--- config.mk ---
export PLATFORM = sky130hd
export DESIGN_NAME = toggle_tick_timer
export DESIGN_NICKNAME = d
export VERILOG_FILES = /design/src/rtl/timer_pkg.sv /design/src/rtl/toggle_sync_edge.sv /design/src/rtl/toggle_tick_timer.sv
export SDC_FILE = /design/constraint.sdc
export NUM_CORES = 1
export LEC_CHECK = 0
export CORE_MARGIN = 2
export CORE_UTILIZATION = 46
export CTS_CLUSTER_SIZE = 25
export DETAILED_ROUTE_END_ITERATION = 10
export PLACE_DENSITY = 0.77
export SETUP_SLACK_MARGIN = 0.05
export SLEW_MARGIN = 20
export SYNTH_ARGS = -nofsm -noshare
export SYNTH_HDL_FRONTEND = slang
export SYNTH_SLANG_ARGS = --single-unit
--- constraint.sdc ---
create_clock -name clk_in -period 1.89 [get_ports clk_in]
set_input_delay 0.189 -clock clk_in [delete_from_list [all_inputs] [get_ports clk_in]]
set_output_delay 0.189 -clock clk_in [all_outputs]
set_load 0.01 [all_outputs]
--- src/rtl/timer_pkg.sv ---
// Shared types and default sizing for the toggle-driven countdown timer.
package timer_pkg;

    localparam int unsigned DEF_SYNC_STAGES = 2;
    localparam int unsigned DEF_CNT_W       = 8;

    typedef enum logic [1:0] {
        ST_IDLE    = 2'd0,
        ST_RUN     = 2'd1,
        ST_EXPIRED = 2'd2
    } timer_state_e;

endpackage

--- src/rtl/toggle_sync_edge.sv ---
// Synchronizes the divider toggle into clk_in and produces a one-cycle raw edge pulse,
// held off while the chain fills after reset.
module toggle_sync_edge
    import timer_pkg::*;
#(
    parameter int unsigned SYNC_STAGES = DEF_SYNC_STAGES,
    parameter bit          BOTH_EDGES  = 1'b1
) (
    input  logic clk_in,
    input  logic rst_n,
    input  logic toggle_in,
    output logic edge_c
);

    localparam int unsigned WARM   = SYNC_STAGES + 1;
    localparam int unsigned WARM_W = $clog2(WARM + 1);

    logic [SYNC_STAGES-1:0] sync;
    logic                   hist;
    logic [WARM_W-1:0]      warm_cnt;
    logic                   armed;
    logic                   raw;

    always_ff @(posedge clk_in or negedge rst_n) begin
        if (!rst_n) begin
            sync     <= '0;
            hist     <= 1'b0;
            warm_cnt <= '0;
        end else begin
            sync <= {sync[SYNC_STAGES-2:0], toggle_in};
            hist <= sync[SYNC_STAGES-1];
            if (!armed) begin
                warm_cnt <= warm_cnt + WARM_W'(1);
            end
        end
    end

    // A level present at reset release ripples through the chain; ignore it until settled.
    assign armed  = (warm_cnt == WARM_W'(WARM));
    assign raw    = BOTH_EDGES ? (sync[SYNC_STAGES-1] ^ hist)
                               : (sync[SYNC_STAGES-1] & ~hist);
    assign edge_c = armed & raw;

endmodule

--- src/rtl/toggle_tick_timer.sv ---
// Turns divider toggles into clk_in tick strobes and runs a loadable countdown
// timer (IDLE/RUN/EXPIRED) with start/stop control and a done pulse.
module toggle_tick_timer
    import timer_pkg::*;
#(
    parameter int unsigned SYNC_STAGES = DEF_SYNC_STAGES,
    parameter int unsigned CNT_W       = DEF_CNT_W,
    parameter bit          BOTH_EDGES  = 1'b1
) (
    input  logic             clk_in,
    input  logic             rst_n,
    input  logic             toggle_in,
    input  logic             load,
    input  logic [CNT_W-1:0] load_value,
    input  logic             start,
    input  logic             stop,
    output logic             tick,
    output logic [CNT_W-1:0] count,
    output logic             running,
    output logic             done,
    output logic             expired
);

    timer_state_e state;
    logic         edge_c;

    toggle_sync_edge #(
        .SYNC_STAGES (SYNC_STAGES),
        .BOTH_EDGES  (BOTH_EDGES)
    ) u_sync_edge (
        .clk_in    (clk_in),
        .rst_n     (rst_n),
        .toggle_in (toggle_in),
        .edge_c    (edge_c)
    );

    // Priority: load > stop > start > tick-decrement.
    always_ff @(posedge clk_in or negedge rst_n) begin
        if (!rst_n) begin
            state   <= ST_IDLE;
            tick    <= 1'b0;
            count   <= '0;
            running <= 1'b0;
            done    <= 1'b0;
            expired <= 1'b0;
        end else begin
            tick <= edge_c;
            done <= 1'b0;
            if (load) begin
                count   <= load_value;
                state   <= ST_IDLE;
                running <= 1'b0;
                expired <= 1'b0;
            end else begin
                case (state)
                    ST_IDLE: begin
                        if (start && (count != '0)) begin
                            state   <= ST_RUN;
                            running <= 1'b1;
                        end
                    end
                    ST_RUN: begin
                        if (stop) begin
                            state   <= ST_IDLE;
                            running <= 1'b0;
                        end else if (edge_c) begin
                            if (count == CNT_W'(1)) begin
                                count   <= '0;
                                done    <= 1'b1;
                                state   <= ST_EXPIRED;
                                running <= 1'b0;
                                expired <= 1'b1;
                            end else if (count != '0) begin
                                count <= count - CNT_W'(1);
                            end
                        end
                    end
                    ST_EXPIRED: begin
                        count <= '0;
                    end
                    default: begin
                        state   <= ST_IDLE;
                        running <= 1'b0;
                        expired <= 1'b0;
                    end
                endcase
            end
        end
    end

endmodule

After elaboration in Yosys (flattened, before gate mapping)
Cells that the tools add are included.
{ "op_classes": {"addsub": 2, "eq_ne": 13, "mux": 28, "n_bitwise": 2, "reduce_logical": 8} }
{ "ops": {"columns": ["operator", "count"], "rows": [
  ["$mux 8", 5],
  ["$pmux 8 s2", 1],
  ["$mux 1", 14],
  ["$ne 3x3->1 const B", 4],
  ["$ne 4x4->1 const B", 3],
  ["$reduce_and 4->1", 3],
  ["$mux 2", 5],
  ["$eq 8x1->1 const B", 1],
  ["$reduce_bool 8->1", 1],
  ["$sub 8x1->8 const B", 1],
  ["$pmux 2 s3", 1],
  ["$eq 2x2->1 const B", 2],
  ["$pmux 1 s3", 1],
  ["$reduce_bool 3->1", 1],
  ["$add 2x1->2 const B", 1],
  ["$eq 2x1->1 const B", 1],
  ["$logic_not 2->1", 1],
  ["$ne 2x1->1 const B", 1],
  ["$ne 2x2->1 const B", 1],
  ["$pmux 1 s2", 1],
  ["$reduce_or 2->1", 1],
  ["$and 1x1->1", 1],
  ["$logic_and 1x1->1", 1],
  ["$xor 1x1->1", 1]
]} }
{ "totals": {"regBits": 19, "input_bits": 14, "output_inout_bits": 12, "elab_cells": 62} }

Logic depth before layout (Yosys ltp)
Gate-level depths: netlist (run 1).
{ "logic_depth": {"depth_word": 7, "ltp_mapped": 7, "depth_no_buf": 6} }

Cells and area by module
From an unflattened synthesis (run 1), not the netlist that was laid out.
{ "unflattened": {"cells_unflattened": 95, "hier_area_um2": 1021.0} }
{ "by_module_without_submodules": {"columns": ["module", "instances", "cells_each", "area_per_inst_um2", "seq_area_each_um2"], "rows": [
  ["toggle_tick_timer", 1, 85, 843.3, 325.3],
  ["toggle_sync_edge", 1, 10, 177.7, 125.1]
]} }

Worst setup path after synthesis (run 1)
OpenSTA, ideal clock, no wires.
{ "synth_timing": {"path_kind": "register to register", "from": "register count[0]", "to": "register count[5]", "setup_time_ns": 0.127, "arrival_ns": 1.472, "t_required_ns": 1.763, "slack_ns": 0.290, "path_stages_with_launch": 8, "path_buffers": 1, "synth_period_minus_slack_ns": 1.600, "path_cell_list": "dfrtp_1 > inv_1 > ha_1 > and4b_1 > a22o_2 > buf_6 > a21oi_1 > o22ai_1"} }
{ "synth_between": {"elab_chain_cells": 7, "word_cells_on_any_way": 11, "classes_between": "add/sub (1); eq/ne (2); mux (6); reduce/logical (2)"} }
{ "synth_rtl": {"columns": ["item", "line_no", "rtl"], "rows": [
  ["from (decl)", "toggle_tick_timer.sv:18", "output logic [CNT_W-1:0] count,"],
  ["from (signal assigned)", "toggle_tick_timer.sv:50", "count <= load_value;"],
  ["from (signal assigned)", "toggle_tick_timer.sv:74", "count <= count - CNT_W'(1);"],
  ["$sub 8x1->8", "toggle_tick_timer.sv:74", null],
  ["$mux 8", "toggle_tick_timer.sv:73", "end else if (count != '0) begin"],
  ["$mux 8", "toggle_tick_timer.sv:67", "if (count == CNT_W'(1)) begin"],
  ["$mux 8", "toggle_tick_timer.sv:66", "end else if (edge_c) begin"],
  ["$mux 8", "toggle_tick_timer.sv:63", "if (stop) begin"],
  ["$pmux 8 s2", "toggle_tick_timer.sv:55", "case (state)"],
  ["$mux 8", "toggle_tick_timer.sv:49", "if (load) begin"]
]} }
Several ways; a longest one is shown, not always the timed one. The select of a mux whose other input is x is not followed.
A chain may end at the register's enable or synchronous reset.

Worst setup path after layout (run 1)
{ "layout_timing": {"from": "register count[5]", "to": "register count[7]"} }
Same word-level chain as after synthesis.

==> impl_metrics.tcl, run 1 <==
set metrics [dict create \
    run_status "complete, no violations" \
    worst_clock_skew_ns 0.008184 \
    core_area_um2 1962 \
    postRouteAntennaNets 0 \
    timing_worst_slew_pin_value_ns 0.3941 \
    first_global_vias 763 \
    ys_dominant_reg_cell "dfrtp_1" \
    ys_types 33 \
    maximum_number_of_pins_on_one_net_before_global_route_repair 19 \
    holdCritPathClass "in -> async" \
    final_net_count 140 \
    report.final.setup_viol 0 \
    vias_per_cell 5.524 \
    synth-seq-cells 18 \
    place.port_buffers 25 \
    cp_data_arrival_time_ns 1.92 \
    mux_share_of_post_synthesis_cell_area_pct 1.181 \
    post_synth_and_or_nand_nor_area_fraction_pct 18.50 \
    finalSetupTns_ns 0 \
    max-slew-margin-rel_pct 73.70 \
    detail_route.drc_violations 0 \
    most_area_consuming_cells_after_synthesis "dfrtp_1 (47%), a21oi_1 (5.2%), ha_1 (5.2%)" \
    route.final.wire_length_um 2184 \
    tritoncts "done" \
    postSynthCellCount 92 \
    worst_ir_drop_vdd_uv 606.3 \
    synthXorXnorAreaFrac_pct 1.837 \
    timing.critical_path.cells "nor4_4, and3_2, a22o_2, a21oi_1, o22ai_1" \
    timing.final.ws_setup_ns 0.1767 \
    die_height_um 49.53 \
    sequential_group_share_of_total_power_pct 50.1 \
    count_of_placed_standard_cells_including_taps 144 \
    regToRegEndpoint "count[7]" \
    final_gp_congestion 0.7689 \
    cpLargestDelayFamily "simple AND/OR/NAND/NOR gates" \
    design_area_um2 1266 \
    min_period_over_period_pct 90.65 \
    die_area_um2 2453 \
    crit_path_max_fanout 16 \
    register_area_um2 451.7 \
    yosysTopAreaCell "dfrtp_1" \
    layout.cells.non_filler 147 \
    internal_power_uw 652.8 \
    detail_route.iter0.violations 22 \
    grt_antenna_before_repair 0 \
    die_w_um 49.53 \
    syn2layout_area_growth_pct 32.81 \
    cts-buffers-inserted 3 \
    cp-end-kind "flip-flop" \
    async_reset_ff_share_pct 100.0 \
    finalHoldViolations 0 \
    yosys_top_cell_area_share_pct 47.24 \
    grt_setup_unrepaired "true" \
    detail_route.wl_per_cell_um 14.86 \
    synth_top_family_by_area "compound AO/OA/AOI/OAI gates" \
    yosys.area_share.adder_pct 5.249 \
    clk_pin_slew_ns 0.10 \
    detailed_place_hpwl_um 1616 \
    row_count 16 \
    ys_seq_area_share_pct 47.24 \
    overall_power_after_layout_uw 956.5 \
    grt_first_pass_wirelength_um 3670 \
    r2r_cells 5 \
    crit-reg2reg-launch "count[5]" \
    timing_max_transition_violations_final 0 \
    io_pins 26 \
    gr-usage-all-layers_pct 19.84 \
    path_buf_inv 0 \
    cts.htree.levels 1 \
    timing.reg2reg.setup_slack_ns 0.18 \
    synth_enable_flop_cells 0 \
    n_antenna_cell 0 \
    share_clk_of_total_power_pct 19.0 \
    master_of_the_slowest_instance_on_the_critical_path "dfrtp_1" \
    detailed_place.area_um2 1234 \
    cap_violations 0 \
    crit_path_max_incr_delay_ns 0.45 \
    syn_avg_cell_area_um2 10.36 \
    max_freq_ghz 0.5837 \
    place_worst_setup_slack_ns 0.1124 \
    cts_setup_buffers 0 \
    n_fill_cell 168 \
    yosysWarnings 0 \
    timing.critical_path.required_ns 2.10 \
    power.share.combinational_pct 30.9 \
    gates_resized_cts_repair 0 \
    routed-via-count 812 \
    bufs_on_longest_clock_path 2 \
    pwr_density_cell_nw_per_um2 755.4 \
    cts.sink_count 18 \
    synth-compound-area-share_pct 20.08 \
    root_buffer "clkbuf_4" \
    synth_area_um2 953.4 \
    power_switching_uw 303.7 \
    detail_route.first_pass.iterations 4 \
    synth_nets 110 \
    clk-insertion-delay-late_ns 0.29 \
    worst_setup_path_start_kind "flip-flop" \
    grt_remaining_overflow 0 \
    floorplan.initialDensity_pct 48.60 \
    timing.setup.critical_path_class "reg -> reg" \
    share_of_post_route_cells_with_drive_strength_above_1_pct 14.17 \
    multiInputGateArea_um2 455.4 \
    power.leakage_uw 0.0005196 \
    power.switching_fraction_pct 31.75 \
    hold_buffers 0 \
    finalWorstPathRequiredPeriod_ns 1.713 \
]
cells by family after synthesis:
kind of cell    after synthesis
fa+ha+maj                     4
mux                           1
simple gates                 27
buf+inv                      11
compound gates               29
flops                        18
xor+xnor                      2
worst reg2reg max path, cell delays in order, from the launching register on:
cell and delay (ns):
dfrtp_1 0.45, nor4_4 0.36, and3_2 0.26, a22o_2 0.32, a21oi_1 0.08, o22ai_1 0.16
layout make-up:
cell class              instances  area share, %
multi-input cells              63          35.97
flip-flops and latches         18          35.67
repair buffers                 28          21.54
well taps                      27          2.668
inverters                       8          2.372
clock buffers                   3          1.779
cells in the mapped netlist (all sizes together) (2+ instances only):
master / number
nand2: 3
o21ai: 4
o22ai: 4
a211oi: 4
nor2: 6
a21oi: 10
inv: 8
dfrtp: 18
nor4: 3
ha: 4
and4: 2
nand2b: 2
nor3: 4
a32oi: 4
buf: 2
sequential cells by signal, summed over array words and instances (netlist names):
| register | cells |
|---|---|
| tick | 1 |
| u_sync_edge.sync | 2 |
| expired | 1 |
| count | 8 |
| state | 2 |
| done | 1 |
| u_sync_edge.hist | 1 |
| u_sync_edge.warm_cnt | 2 |
worst max-delay path by stage:
stage / startpoint / to / slack, ns / depth (start not counted)
final: count[5] / count[7] / 0.18 / 5
after global routing: count[1] / count[3] / 0.05 / 6
after CTS: count[5] / count[0] / 0.12 / 5
after detailed placement: stop / count[0] / 0.11 / 6
after global placement: count[5] / count[4] / 0.19 / 5
after floorplan: count[0] / count[5] / 0.29 / 7
stage by stage:
step                utilization [%]  hold WS, ns
finish                        64.54       0.2144
global route                  64.54       0.2294
CTS                           64.03       0.2222
detailed placement            62.88       0.3347
global placement              62.88       0.3363
floorplan                         -      -0.1066
power by group through the flow:
stage                     logic (uW)  clock network, uW  registers (uW)
final                            296                182             479
after floorplan                  134                  0             494
after CTS                        291                183             479
after global routing             325                206             488
after detailed placement         290                  0             486
after global placement           284                  0             483
cells in the final DEF (no fill, tap or decap), types with 2 or more instances in the layout:
cell,n
a32oi_1,4
nand2b_1,2
nor2_2,2
and4_4,2
nor4_1,2
buf_4,3
ha_1,4
clkbuf_4,3
nand2_1,3
dfrtp_1,17
a211oi_1,3
clkdlybuf4s50_1,25
nor2_1,4
nor3_1,4
o22ai_1,4
inv_1,8
o21ai_0,4
a21oi_1,10
metal layers:
metal / routed length (um) / up-vias / GRT usage [%]
li1: - / 397 / -
met1: 931 / 385 / 26.72
met2: 1094 / 28 / 30.89
met3: 138 / 2 / 6.061
met4: 19 / 0 / 5.556
met5: 0 / - / 0
(Power assumes the default switching activity.)
==> run 2, diff against run 1 <==
--- a/config.mk
+++ b/config.mk
@@ -7,6 +7,7 @@
 export LEC_CHECK = 0
 export CORE_MARGIN = 2
 export CORE_UTILIZATION = 46
+export CTS_CLUSTER_DIAMETER = 50
 export CTS_CLUSTER_SIZE = 25
 export DETAILED_ROUTE_END_ITERATION = 10
 export PLACE_DENSITY = 0.77
==> results of run 2 <==
No change in the layout: final DEF, timing and power equal those of run 1.
